## src/rtl/timer_pkg.sv

```systemverilog
// Shared definitions for the microwave keypad front end.
// Holds the key codes, the BCD digit width and the sequencing state type.
package timer_pkg;

  localparam int unsigned DigitW = 4;

  localparam logic [3:0] KEY_CLEAR = 4'hA;
  localparam logic [3:0] KEY_START = 4'hB;

  typedef logic [DigitW-1:0] bcd_t;

  typedef enum logic [2:0] {
    StIdle,
    StEntry,
    StLoad,
    StRun,
    StPause
  } state_e;

  function automatic logic is_digit(logic [3:0] code);
    return code <= 4'd9;
  endfunction

endpackage

```

## src/rtl/timer_key_sync.sv

```systemverilog
// Key strobe synchroniser and rising-edge detector.
// Gives one key_press pulse per press of the asynchronous key strobe.
// Ports:
//   clk_i        system clock, rising edge
//   clr_i        asynchronous active-high reset
//   key_valid_i  asynchronous keypad strobe (level)
//   key_press_o  one-cycle pulse on each synchronised rising edge
module timer_key_sync #(
  parameter int unsigned SYNC_STAGES = 2
) (
  input  logic clk_i,
  input  logic clr_i,
  input  logic key_valid_i,
  output logic key_press_o
);

  logic [SYNC_STAGES-1:0] sync_q;
  logic                   prev_q;

  always_ff @(posedge clk_i or posedge clr_i) begin
    if (clr_i) begin
      sync_q <= '0;
      prev_q <= 1'b0;
    end else begin
      sync_q <= {sync_q[SYNC_STAGES-2:0], key_valid_i};
      prev_q <= sync_q[SYNC_STAGES-1];
    end
  end

  assign key_press_o = sync_q[SYNC_STAGES-1] & ~prev_q;

endmodule

```

## src/rtl/timer_key_entry.sv

```systemverilog
// Microwave keypad front end for the mm:ss down-counter chain.
// Shifts BCD digits in right to left, presents them to the counter data inputs, and
// sequences load/run/pause of the chain, ending the cook cycle on timer_zero.
// Optional feature: define TIMER_QUICK_START_EN so that start in idle loads QUICK_SEC
// seconds and begins cooking; QUICK_SEC (0..59) exists only in that build.
// Ports:
//   clk_i, clr_i       clock, asynchronous active-high reset
//   key_valid_i        asynchronous key strobe; key_code_i stable while it is high
//   key_code_i         0-9 digit, A clear, B start, C-F ignored
//   timer_zero_i       counter chain reached 00:00
//   min_tens_o .. sec_ones_o  BCD digits to the counters
//   loadn_o            active-low one-cycle load strobe
//   run_o              counter enable (high while loading and running)
//   key_err_o          one-cycle pulse when a key is rejected
module timer_key_entry
  import timer_pkg::*;
#(
  parameter int unsigned SYNC_STAGES = 2
`ifdef TIMER_QUICK_START_EN
  ,
  parameter int unsigned QUICK_SEC   = 30
`endif
) (
  input  logic       clk_i,
  input  logic       clr_i,
  input  logic       key_valid_i,
  input  logic [3:0] key_code_i,
  input  logic       timer_zero_i,
  output logic [3:0] min_tens_o,
  output logic [3:0] min_ones_o,
  output logic [3:0] sec_tens_o,
  output logic [3:0] sec_ones_o,
  output logic       loadn_o,
  output logic       run_o,
  output logic       key_err_o
);

`ifdef TIMER_QUICK_START_EN
  localparam bcd_t QuickTens = bcd_t'(QUICK_SEC / 10);
  localparam bcd_t QuickOnes = bcd_t'(QUICK_SEC % 10);
`endif

  logic   key_press;
  state_e state_q, state_d;
  bcd_t   mt_q, mt_d, mo_q, mo_d, st_q, st_d, so_q, so_d;
  logic [2:0] cnt_q, cnt_d;
  logic   loadn_q, loadn_d, run_q, run_d, err_q, err_d;
  logic   is_dig, is_clr, is_start;

  timer_key_sync #(
    .SYNC_STAGES(SYNC_STAGES)
  ) u_sync (
    .clk_i      (clk_i),
    .clr_i      (clr_i),
    .key_valid_i(key_valid_i),
    .key_press_o(key_press)
  );

  assign is_dig   = key_press & is_digit(key_code_i);
  assign is_clr   = key_press & (key_code_i == KEY_CLEAR);
  assign is_start = key_press & (key_code_i == KEY_START);

  always_comb begin
    state_d = state_q;
    mt_d    = mt_q;
    mo_d    = mo_q;
    st_d    = st_q;
    so_d    = so_q;
    cnt_d   = cnt_q;
    err_d   = 1'b0;

    unique case (state_q)
      StIdle: begin
        if (is_dig) begin
          so_d    = key_code_i;
          cnt_d   = 3'd1;
          state_d = StEntry;
        end else if (is_start) begin
`ifdef TIMER_QUICK_START_EN
          st_d    = QuickTens;
          so_d    = QuickOnes;
          cnt_d   = 3'd2;
          state_d = StLoad;
`else
          err_d   = 1'b1;
`endif
        end
      end
      StEntry: begin
        if (is_dig) begin
          // A shifted sec_ones above 5 would make sec_tens invalid for the counter.
          if (cnt_q == 3'd4 || so_q > 4'd5) begin
            err_d = 1'b1;
          end else begin
            mt_d  = mo_q;
            mo_d  = st_q;
            st_d  = so_q;
            so_d  = key_code_i;
            cnt_d = cnt_q + 3'd1;
          end
        end else if (is_clr) begin
          {mt_d, mo_d, st_d, so_d} = '0;
          cnt_d   = 3'd0;
          state_d = StIdle;
        end else if (is_start) begin
          if ({mt_q, mo_q, st_q, so_q} == '0) err_d = 1'b1;
          else state_d = StLoad;
        end
      end
      StLoad: state_d = StRun;
      StRun: begin
        // End of cook beats any key arriving in the same cycle.
        if (timer_zero_i) begin
          {mt_d, mo_d, st_d, so_d} = '0;
          cnt_d   = 3'd0;
          state_d = StIdle;
        end else if (is_dig || is_start) begin
          err_d = 1'b1;
        end else if (is_clr) begin
          state_d = StPause;
        end
      end
      StPause: begin
        if (is_start) begin
          state_d = StRun;
        end else if (is_clr) begin
          {mt_d, mo_d, st_d, so_d} = '0;
          cnt_d   = 3'd0;
          state_d = StIdle;
        end else if (is_dig) begin
          err_d = 1'b1;
        end
      end
      default: state_d = StIdle;
    endcase

    run_d   = (state_d == StLoad) || (state_d == StRun);
    loadn_d = (state_d != StLoad);
  end

  always_ff @(posedge clk_i or posedge clr_i) begin
    if (clr_i) begin
      state_q <= StIdle;
      mt_q    <= '0;
      mo_q    <= '0;
      st_q    <= '0;
      so_q    <= '0;
      cnt_q   <= '0;
      loadn_q <= 1'b1;
      run_q   <= 1'b0;
      err_q   <= 1'b0;
    end else begin
      state_q <= state_d;
      mt_q    <= mt_d;
      mo_q    <= mo_d;
      st_q    <= st_d;
      so_q    <= so_d;
      cnt_q   <= cnt_d;
      loadn_q <= loadn_d;
      run_q   <= run_d;
      err_q   <= err_d;
    end
  end

  assign min_tens_o = mt_q;
  assign min_ones_o = mo_q;
  assign sec_tens_o = st_q;
  assign sec_ones_o = so_q;
  assign loadn_o    = loadn_q;
  assign run_o      = run_q;
  assign key_err_o  = err_q;

endmodule

```

## config.mk

```make
export PLATFORM = sky130hd
export DESIGN_NAME = timer_key_entry
export DESIGN_NICKNAME = d
export VERILOG_FILES = /design/src/rtl/timer_pkg.sv /design/src/rtl/timer_key_sync.sv /design/src/rtl/timer_key_entry.sv
export SDC_FILE = /design/constraint.sdc
export NUM_CORES = 1
export LEC_CHECK = 0
export CORE_MARGIN = 5
export CORE_UTILIZATION = 50
export CTS_CLUSTER_SIZE = 8
export DETAILED_ROUTE_END_ITERATION = 10
export PLACE_DENSITY = 0.79
export RECOVER_POWER = 100
export SLEW_MARGIN = 20
export SYNTH_ARGS = -nofsm -noshare
export SYNTH_HDL_FRONTEND = slang
export SYNTH_SLANG_ARGS = --single-unit
```

## constraint.sdc

```tcl
create_clock -name clk_i -period 2.7 [get_ports clk_i]
set_input_delay 0.81 -clock clk_i [delete_from_list [all_inputs] [get_ports clk_i]]
set_output_delay 0.81 -clock clk_i [all_outputs]
set_load 0.03 [all_outputs]
```

# After elaboration in Yosys (flattened, before gate mapping)
# Index checks and enable logic that the tools add are counted.
totals:
  word_cells: 95
  output_inout_bits: 19
  ramBits: 0
  rom_bits: 0
  memories: 0
  input_bits: 8
  regBits: 28
  latchBits: 0
op_classes:
  n_div: 0
  magnitude_cmp: 2
  n_reduce_logical: 9
  multipliers: 0
  n_addsub: 1
  bitwise: 5
  shifts: 0
  n_eq_ne: 14
  n_mux: 53
ops:
  columns: ["operator", "count"]
  rows:
  - ["$mux W4", 18]
  - ["$mux W3", 16]
  - ["$pmux W4 S3", 3]
  - ["$logic_not A16 Y1", 1]
  - ["$pmux W4 S4", 1]
  - ["$pmux W3 S5", 1]
  - ["$eq A3 B2 Y1 const B", 4]
  - ["$mux W1", 12]
  - ["$pmux W3 S4", 1]
  - ["$eq A4 B4 Y1 const B", 2]
  - ["$eq A3 B3 Y1 const B", 2]
  - ["$ne A2 B2 Y1 const B", 3]
  - ["$reduce_and A5 Y1", 1]
  - ["$and A1 B1 Y1", 4]
  - ["$gt A4 B3 Y1 const B", 1]
  - ["$le A4 B4 Y1 const B", 1]
  - ["$pmux W1 S4", 1]
  - ["$reduce_and A4 Y1", 1]
  - ["$reduce_bool A4 Y1", 1]
  - ["$add A3 B1 Y3 const B", 1]
  - ["$eq A3 B1 Y1 const B", 1]
  - ["$logic_not A3 Y1", 1]
  - ["$logic_or A1 B1 Y1", 3]
  - ["$ne A3 B2 Y1 const B", 1]
  - ["other kinds (3)", 3]

# Logic depth before layout (Yosys ltp)
# Gate-level depths: netlist (run 1).
logic_depth:
  word_depth: 9
  mapped_depth: 8

# Hierarchy
# A second synthesis (run 1) with hierarchy kept.
unflattened:
  cells_unflattened: 114
  area_unflattened_um2: 1368.8
by_module_without_submodules:
  columns: ["module", "area_each_um2", "seq_area_each_um2", "n_inst", "cells_each"]
  rows:
  - ["timer_key_entry", 1276.2, 626.9, 1, 109]
  - ["timer_key_sync", 92.6, 75.1, 1, 5]

# Least setup slack after synthesis (run 1)
# Ideal clock, no wire load.
synth_path:
  path_kind: "in2reg"
  from: "input port key_code_i[2]"
  to: "register st_q[1], in the netlist sec_tens_o[1]"
  setup_slack_ns: 0.517
  arrival_time_ns: 2.062
  cell_stages: 6
  t_required_ns: 2.579
  cell_sequence: "and4bb_1 -> nand2_2 -> or3_4 -> a21o_1 -> buf_6 -> a22o_1"
synth_via:
  elab_chain_len: 5
  word_cells_on_any_way: 13
  classes_between: "order compare (1); eq/ne (4); mux (4); bitwise (3); reduce/logical (1)"
synth_lines:
  columns: ["item", "line", "source"]
  rows:
  - ["start: declaration", "timer_key_entry.sv:27", "input logic [3:0] key_code_i,"]
  - ["branches (longest 5 deep; another with $le A4 B4 Y1)", null, null]
  - ["end signal: assignment", "timer_key_entry.sv:156", "st_q <= st_d;"]
  - ["end: declaration", "timer_key_entry.sv:45", "bcd_t mt_q, mt_d, mo_q, mo_d, st_q, st_d, so_q, so_d;"]
# Several ways; the timed one is not identified. The select of a mux whose other input is x is not followed.
# A chain may end at the register's enable or synchronous reset.

# Worst setup path in the final report (run 1)
layout_path:
  from: "input port key_code_i[3]"
  to: "register mt_q[1], in the netlist min_tens_o[1]"
layout_via:
  elab_chain_len: 5
  word_cells_on_any_way: 13
  classes_between: "order compare (1); eq/ne (4); mux (4); bitwise (3); reduce/logical (1)"
layout_lines:
  columns: ["item", "line", "source"]
  rows:
  - ["branches (longest 5 deep; another with $le A4 B4 Y1)", null, null]
  - ["end signal: assignment", "timer_key_entry.sv:154", "mt_q <= mt_d;"]
  - ["end: declaration", "timer_key_entry.sv:45", null]
# Several ways; the timed one is not identified. The select of a mux whose other input is x is not followed.

==> results.md, run 1 <==
* CTS root buffer: clkbuf_4
* DRC Markers at 0
* Routed via count at 1034
* Io pins at 27
* P_leak at 0.777 nW
* Max incr delay on CP at 0.56 ns
* Routed Wire Length at 2830 um
* Layout cell share with drive strength beyond 1 at 11.2%
* 1st-pass router iterations at 4
* Placed cell count at 169
* Port Buffers at 26
* Skew final at 0.00724 ns
* Filler cell count at 190
* Worst Path Max Fanout at 12
* Tmin final at 2.43 ns
* Setup CP Type: primary input to register
* Initial Util at 51.5%
* Outcome: finished clean
* Crit path DAT at 2.66 ns
* Antenna violations before repair at 0
* Post-Syn Area at 0.00126 mm2
* Worst setup SP type: primary input
* CTS tree: yes
* First-pass GRT wire length at 4800 um
* F_max at 0.412 GHz
* Required @ worst endpoint at 2.94 ns
* Pwr dens at 958 mW/mm2
* Later-pin clock latency in the skew report at 0.33 ns
* Main flop type after synthesis: dfrtp_1
* Placer Congestion at 0.939
* Chip Height at 60.3 um
* Maximum vdd ir drop at 668 uV
* Max Transition Viols Final at 0
* Syn avg cell area at 11.7 um2
* Rel. slew slack at 3.41%
* Per-cell routed wire length at 16.3 um
* Hold_buf cts at 0
* H-tree levels at 1
* EDFF count, synth at 0
* Cts repair resizes at 0
* Max cap viols at 0
* Most frequent cells in the layout: 27 x dfrtp_1, 21 x dlygate4sd3_1, 17 x a22o_1
* Total grt overflow at 0
* Post-layout util at 66.7%
* CTS buffer count at 3
* Post-place setup slack at 0.00358 ns
* Syn_nets at 118
* N_diodes at 0
* Fin worst setup slack at 0.272 ns
* Die Wd at 60.3 um
* RSZ-0062 raised after global routing: no
* Final cell count without fillers at 173
* Post-layout net count at 154
* Post-DP HPWL at 2080 um
* Final Hold Vio Count at 0
* Cell Rows at 18
* Slew @ Worst Pin at 1.45 ns
* Crit share post-route at 89.9%
* Syn Inst Count at 108
* Critical Path, Cell by Cell: dlygate4sd3_1 -> and4bb_1 -> nand2_1 -> or3_1 -> a21o_1 -> a22o_1
* Core area at 0.00245 mm2
* Iter 0 DRT Violations at 36
* Final setup viols at 0
* Setup TNS at 0 ns
* Most common cell after layout, fill and taps aside: dfrtp_1
* Die ar. at 0.00364 mm2
* Area delta synth->final at 29.5%
* Maximum clock path buffer count at 2
* Total power at 1.57 mW
* Clock-pin slew on the worst setup and hold paths at 0.15 ns
* Largest net degree at the start of global routing at 29
* Post-DR vias/cell at 5.98
* Setup bufs post-CTS at 0
* Min-Delay Path Class: register to register
* Yosys warns at 0
* Vias in the first global route at 1037
* Ys async rst share at 100%
* Register area share after synthesis at 55.5%
* Clock sink count at 28
* Antenna Nets Post-Route at 0
* Setup crit end kind: register
* Number of synthesized register bits at 28
* GRT Overall Usage at 17.8%
* Slowest-stage cell, CP: dlygate4sd3_1
* Unique cell type count in the Yosys netlist at 34
==> logic make-up (layout without fill, tap and decap cells) <==
family,after synthesis,count (layout),share of synthesized area [%]
AND/OR/NAND/NOR,31,31,15.4
adder cells (fa/ha/maj),2,2,1.98
buffers and inverters,10,45,3.66
AO/OA/AOI/OAI,37,37,23.4
flip-flops,28,28,55.5
==> critical path: cells and delay by family <==
family	cells	cell delay, ns
AO/OA/AOI/OAI	2	0.58
buffers and inverters	1	0.56
AND/OR/NAND/NOR	3	0.72
==> cell usage after synthesis, types with 2 or more instances <==
| library cell | count | area share [%] |
|---|---|---|
| dfrtp_1 | 27 | 53 |
| a22o_1 | 17 | 12 |
| inv_1 | 8 | 2.4 |
| nand2_1 | 7 | 2.1 |
| o21ai_0 | 5 | 2.0 |
| nand4_1 | 4 | 2.0 |
| nor4_1 | 4 | 2.0 |
| a21oi_1 | 3 | 1.2 |
| a31oi_1 | 2 | 0.99 |
| and2_1 | 2 | 0.99 |
| ha_1 | 2 | 2.0 |
| nor2_1 | 2 | 0.59 |
| nor2b_1 | 2 | 0.99 |
| nor3b_2 | 2 | 2.0 |
| o32ai_1 | 2 | 1.4 |
==> per-stage QoR <==
| step | hold WS (ns) | area, um2 |
|---|---|---|
| 2_1_floorplan | 0.331 | 1260 |
| 3_3_place_gp | 0.343 | 1600 |
| 3_5_place_dp | 0.340 | 1600 |
| 4_1_cts | 0.381 | 1650 |
| 5_1_grt | 0.399 | 1640 |
| 6_report | 0.375 | 1640 |
==> report_power, final <==
part | internal [mW] | switching, mW | total, mW
clock | 0.150 | 0.120 | 0.270
sequential | 0.520 | 0.122 | 0.642
combinational | 0.284 | 0.373 | 0.657
total | 0.954 | 0.615 | 1.57
==> state kept, by name, summed over array words and instances (netlist names) <==
signal and flops:
run_o 1, sec_tens_o 4, cnt_q 3, min_ones_o 4, u_sync.sync_q 2, u_sync.prev_q 1
min_tens_o 4, loadn_o 1, sec_ones_o 4, state_q 3, key_err_o 1
==> per-layer routing <==
| layer | vias to the layer above | part of all wire (%) | track usage [%] | wire length [um] |
|---|---|---|---|---|
| met5 | - | 0 | 0 | 0 |
| met2 | 42 | 48 | 27.9 | 1350 |
| met3 | 9 | 5.7 | 2.16 | 161 |
| li1 | 486 | - | - | - |
| met4 | 0 | 2.1 | 8.23 | 58 |
| met1 | 497 | 45 | 24.5 | 1260 |
==> worst paths after layout <==
check,end,from,slack [ns],cells past startpoint
max,min_tens_o[1]$_DFFE_PP0P_,key_code_i[3],0.27,6
min,u_sync.sync_q[1]$_DFF_PP0_,u_sync.sync_q[0]$_DFF_PP0_,0.37,0
max reg2reg,min_tens_o[1]$_DFFE_PP0P_,cnt_q[0]$_DFFE_PP0P_,0.70,7
min reg2reg,u_sync.sync_q[1]$_DFF_PP0_,u_sync.sync_q[0]$_DFF_PP0_,0.37,0
max in group asynchronous,min_tens_o[0]$_DFFE_PP0P_,clr_i,0.60,3
min in group asynchronous,min_ones_o[1]$_DFFE_PP0P_,clr_i,1.25,3
==> cell type report <==
| cell class | instances | area (um2) | area share, % |
|---|---|---|---|
| clock buffer | 3 | 22.5 | 1.38 |
| timing repair buffer | 33 | 307 | 18.7 |
| sequential | 28 | 702 | 42.9 |
| tap | 30 | 37.5 | 2.29 |
| clock inverter | 1 | 30.0 | 1.83 |
| multi-input combinational | 70 | 509 | 31.1 |
| inverter | 8 | 30.0 | 1.83 |
(Power assumes the default switching activity.)
==> run 2: changes to the inputs <==
--- a/config.mk
+++ b/config.mk
@@ -9,7 +9,8 @@
 export CORE_UTILIZATION = 50
 export CTS_CLUSTER_SIZE = 8
 export DETAILED_ROUTE_END_ITERATION = 10
-export PLACE_DENSITY = 0.79
+export HOLD_SLACK_MARGIN = 0.1
+export PLACE_DENSITY = 0.77
 export RECOVER_POWER = 100
 export SLEW_MARGIN = 20
 export SYNTH_ARGS = -nofsm -noshare
==> run 2 against run 1 <==
Final area is 0.15% lower. Critical path depth stayed put. Critical endpoint is now min_ones_o[1]$_DFFE_PP0P_. Total power is 1.1% higher. Maximum frequency is 0.60% lower. Largest cell class unchanged. First-iteration DRC count is 31% higher. Sequential share of layout area is 0.066 points higher. Via count is 3.6% higher. Core utilization is 0.10 points lower.
==> results.md, run 2 (synthesis gave the netlist of run 1 again) <==
* Core area at 0.00245 mm2
* Most common cell after layout, fill and taps aside: dfrtp_1
* Post-layout net count at 153
* Port Buffers at 26
* Crit path DAT at 2.67 ns
* H-tree levels at 1
* Design area at 0.00164 mm2
* Maximum clock path buffer count at 2
* 1st-pass router iterations at 4
* Chip Height at 60.3 um
* Post-place setup slack at -0.0145 ns
* Pwr dens at 971 mW/mm2
* Met1 Use GR at 24.6%
* Vias in the first global route at 1135
* Hold_buf cts at 0
* Total grt overflow at 0
* Setup TNS at 0 ns
* Required @ worst endpoint at 2.93 ns
* Post-DP HPWL at 2230 um
* First-pass GRT wire length at 5090 um
* Setup crit end kind: register
* CTS root buffer: clkbuf_4
* Area delta synth->final at 29.3%
* Final setup viols at 0
* Cell Area, Placed at 0.00159 mm2
* Routed via count at 1071
* Initial Util at 51.5%
* Slew @ Worst Pin at 1.42 ns
* Die ar. at 0.00364 mm2
* Outcome: finished clean
* Setup bufs post-CTS at 0
* Worst setup SP type: primary input
* Rel. slew slack at 5.49%
* Cts repair resizes at 0
* Die Wd at 60.3 um
* Grt peak-use layer: met2
* Clock-pin slew on the worst setup and hold paths at 0.15 ns
* GRT Overall Usage at 18.9%
* Maximum vdd ir drop at 626 uV
* Setup CP Type: primary input to register
* P_leak at 0.774 nW
* Max Transition Viols Final at 0
* Tmin final at 2.44 ns
* Worst Path Max Fanout at 12
* Routed Wire Length at 2980 um
* Skew final at 0.00189 ns
* Placer Congestion at 0.998
* Layout cell share with drive strength beyond 1 at 10.6%
* F_max at 0.409 GHz
* Io pins at 27
* DRC Markers at 0
* Post-DR vias/cell at 6.23
* CTS tree: yes
* Met3 Resource Use GR at 4.54%
* Max cap viols at 0
* Fin worst setup slack at 0.257 ns
* N_diodes at 0
* M2 GR Usage at 29.8%
* Crit share post-route at 90.5%
* Cell Rows at 18
* Min-Delay Path Class: register to register
* Clock sink count at 28
* CTS buffer count at 3
* Per-cell routed wire length at 17.3 um
* Antenna Nets Post-Route at 0
* RSZ-0062 raised after global routing: no
* Largest net degree at the start of global routing at 29
* Iter 0 DRT Violations at 47
* Antenna violations before repair at 0
* Later-pin clock latency in the skew report at 0.32 ns
* Final Hold Vio Count at 0
* Most frequent cells in the layout: 27 x dfrtp_1, 21 x dlygate4sd3_1, 17 x a22o_1
[run 2: cell types whose count changed in the layout (fill, tap and decap cells not counted), sizes merged]
cell / change
buf: -1
[run 2: final cells by class]
class                      count  area, um2
tap                           30       37.5
timing repair buffer          32        299
fill                         209        820
clock inverter                 1       30.0
inverter                       8       30.0
multi-input combinational     70        514
sequential                    28        702
clock buffer                   3       22.5
[run 2: per-layer routing]
layer,vias up,part of all wire [%],wire (um)
li1,482,-,-
met1,533,42,1260
met2,50,50,1490
met3,6,6.4,191
met4,0,1.2,37
met5,-,0,0
[run 2: through the flow]
step	utilization [%]	power, mW	hold WS [ns]	instances
after floorplan	-	1.08	0.331	108
after global placement	64.8	1.33	0.339	168
after detailed placement	64.8	1.35	0.336	168
after CTS	67.0	1.62	0.380	172
after global routing	66.6	1.68	0.386	172
final	66.6	1.59	0.373	172
[run 2: critical path, cell delays in order]
cell and delay (ns):
dlygate4sd3_1 0.57, and4bb_1 0.22, nand2_1 0.10, or3_4 0.39
a21o_1 0.30, a22o_1 0.28
[run 2: final timing paths]
| path | start | endpoint | slack (ns) | cells after the start |
|---|---|---|---|---|
| setup / recovery | key_code_i[3] | min_ones_o[1]$_DFFE_PP0P_ | 0.26 | 6 |
| hold / removal | u_sync.sync_q[0]$_DFF_PP0_ | u_sync.sync_q[1]$_DFF_PP0_ | 0.37 | 0 |
| setup reg to reg | cnt_q[0]$_DFFE_PP0P_ | sec_ones_o[3]$_DFFE_PP0P_ | 0.59 | 8 |
| hold reg to reg | u_sync.sync_q[0]$_DFF_PP0_ | u_sync.sync_q[1]$_DFF_PP0_ | 0.37 | 0 |
| max in group asynchronous | clr_i | state_q[2]$_DFF_PP0_ | 0.64 | 3 |
| min in group asynchronous | clr_i | sec_tens_o[3]$_DFFE_PP0P_ | 1.25 | 3 |
[run 2: where the power goes]
group          switching [mW]  total [mW]  internal (mW)  leakage [nW]
registers               0.119       0.639          0.520         0.368
clock network           0.124       0.274          0.150        0.0279
logic                   0.388       0.674          0.286         0.378
total                   0.631        1.59          0.956         0.774
==> run 3: changes to the inputs <==
--- a/config.mk
+++ b/config.mk
@@ -5,7 +5,7 @@
 export SDC_FILE = /design/constraint.sdc
 export NUM_CORES = 1
 export LEC_CHECK = 0
-export CORE_MARGIN = 5
+export CORE_MARGIN = 4
 export CORE_UTILIZATION = 50
 export CTS_CLUSTER_SIZE = 8
 export DETAILED_ROUTE_END_ITERATION = 10
==> run 3 against run 2 <==
Clock skew is 0.0071 ns higher. Final area down 1.2%. Clock power down 33%. Critical path depth stayed put. Non-clock buffer count is 2 higher. Combinational power about the same. Flip-flop and latch count is the same. Hold slack improved by 0.0076 ns. Setup slack better by 0.0027 ns. Die area decreased by 6.5%. Critical path type unchanged. Largest cell class unchanged. Largest power group unchanged.
==> results.md, run 3 (synthesis gave the netlist of run 1 again) <==
* Outcome: finished clean
* Cell Rows at 17
* Max Transition Viols Final at 0
* Post-DP HPWL at 2250 um
* 1st-pass router iterations at 7
* Worst Path Max Fanout at 12
* Required @ worst endpoint at 2.93 ns
* Final cell count without fillers at 172
* Min-Delay Path Class: register to register
* Clock-pin slew on the worst setup and hold paths at 0.15 ns
* Port Buffers at 26
* Hold EP: u_sync.sync_q[1]$_DFF_PP0_
* P_leak at 0.765 nW
* Crit share post-route at 90.4%
* Delay-heaviest family, CP: simple AND/OR/NAND/NOR gates
* Critical Path, Cell by Cell: dlygate4sd3_1 -> and4bb_1 -> nand2_1 -> or3_1 -> a21o_1 -> a22o_1
* Hold depth at 0
* Pwr dens at 926 mW/mm2
* Core area at 0.00232 mm2
* Post-place setup slack at 0.000140 ns
* HP Start: u_sync.sync_q[0]$_DFF_PP0_
* Placed cell count at 168
* Max incr delay on CP at 0.56 ns
* Max cap viols at 0
* Clock sink count at 28
* Cell Area, Placed at 0.00160 mm2
* Comb pwr share at 44.9%
* Vias in the first global route at 1078
* Final Hold Vio Count at 0
* Met1 WL at 1260 um
* Worst setup SP type: primary input
* Initial Util at 54.6%
* Max Used Layer: met4
* Die ar. at 0.00340 mm2
* Min Hold Slack at 0.380 ns
* H-tree levels at 1
* Placer Congestion at 0.871
* Worst path depth at 6
* Slowest-stage cell, CP: dlygate4sd3_1
* Met3 routed WL at 188 um
* CTS buffer count at 3
* Slew @ Worst Pin at 1.43 ns
* DR WL met2 at 1470 um
* Critical R2R Launch: cnt_q[0]$_DFFE_PP0P_
* Clock power frac at 12.3%
* Routed Wire Length at 2930 um
* Crit path DAT at 2.67 ns
* Routed via count at 1068
* Fin worst setup slack at 0.260 ns
* Chip Height at 58.3 um
* Crit path buffers/inverters at 1
* Maximum clock path buffer count at 2
* Rel. slew slack at 4.93%
* Setup CP Type: primary input to register
* CTS root buffer: clkbuf_4
* Setup bufs post-CTS at 0
* DRC Markers at 0
* Cts repair resizes at 0
* Largest net degree at the start of global routing at 29
* Internal reg-to-reg setup slack at 0.68 ns
* Layout cell share with drive strength beyond 1 at 9.72%
* Hold_buf cts at 0
* Sw frac at 42.2%
* Post-layout net count at 155
* Final setup viols at 0
* Maximum vdd ir drop at 726 uV
* Flop pwr share at 42.8%
* Setup TNS at 0 ns
* Most common cell after layout, fill and taps aside: dfrtp_1
* F_max at 0.410 GHz
* Io pins at 27
* GRT Overall Usage at 19.6%
* RSZ-0062 raised after global routing: no
* First-pass GRT wire length at 5150 um
* Post-DR vias/cell at 6.21
* Switching power total at 0.632 mW
* Reg2Reg Depth at 7
* Area delta synth->final at 27.7%
* Power Internal at 0.864 mW
* Antenna Nets Post-Route at 0
* Most frequent cells in the layout: 27 x dfrtp_1, 21 x dlygate4sd3_1, 17 x a22o_1
* N_diodes at 0
* Skew final at 0.00898 ns
* Total grt overflow at 0
* Per-cell routed wire length at 17.1 um
* Setup crit end kind: register
* Die Wd at 58.3 um
* Later-pin clock latency in the skew report at 0.33 ns
* Iter 0 DRT Violations at 35
* CTS tree: yes
* Worst R2R End: sec_tens_o[2]$_DFFE_PP0P_
* Antenna violations before repair at 0
* Design area at 0.00162 mm2
* Tmin final at 2.44 ns
## run 3: power groups by stage
stage / Clock, mW / Sequential [mW] / Combinational, mW
after CTS: 0.183 / 0.642 / 0.705
after detailed placement: 0 / 0.648 / 0.705
after global placement: 0 / 0.645 / 0.680
final: 0.184 / 0.641 / 0.672
after floorplan: 0 / 0.761 / 0.323
after global routing: 0.204 / 0.657 / 0.726
## run 3: area by class of cell
class | count | area [um2]
multi-input combinational | 70 | 509
fill | 177 | 703
clock buffer | 4 | 26.3
inverter | 8 | 30.0
tap | 28 | 35.0
timing repair buffer | 34 | 313
sequential | 28 | 702
## run 3: metrics by stage
step / utilization (%) / power, mW
2_1_floorplan: - / 1.08
3_3_place_gp: 69.2 / 1.32
3_5_place_dp: 69.2 / 1.35
4_1_cts: 70.3 / 1.53
5_1_grt: 69.7 / 1.59
6_report: 69.7 / 1.50
## run 3: worst reg2reg max path, stage by stage (launching register included)
cell      delay (ns)
dfrtp_1         0.44
inv_1           0.07
ha_1            0.20
a221o_1         0.34
nand4_1         0.11
o311ai_2        0.16
a21o_1          0.32
a22o_1          0.29
## run 3: worst max-delay path by stage
stage                            startpoint                        end  slack, ns
final                         key_code_i[3]  sec_tens_o[2]$_DFFE_PP0P_       0.26
after global routing          key_code_i[3]  min_tens_o[0]$_DFFE_PP0P_       0.20
after CTS                 loadn_o$_DFF_PP1_                    loadn_o       0.36
after detailed placement      key_code_i[3]  sec_tens_o[2]$_DFFE_PP0P_     0.0001
after global placement        key_code_i[3]  min_ones_o[1]$_DFFE_PP0P_       0.04
after floorplan               key_code_i[2]  sec_tens_o[1]$_DFFE_PP0P_       0.52
## run 3: layer usage
layer	track usage [%]	vias to the layer above
met5	0	-
met4	4.64	0
met3	3.73	2
met2	33.7	50
met1	25.5	527
li1	-	489
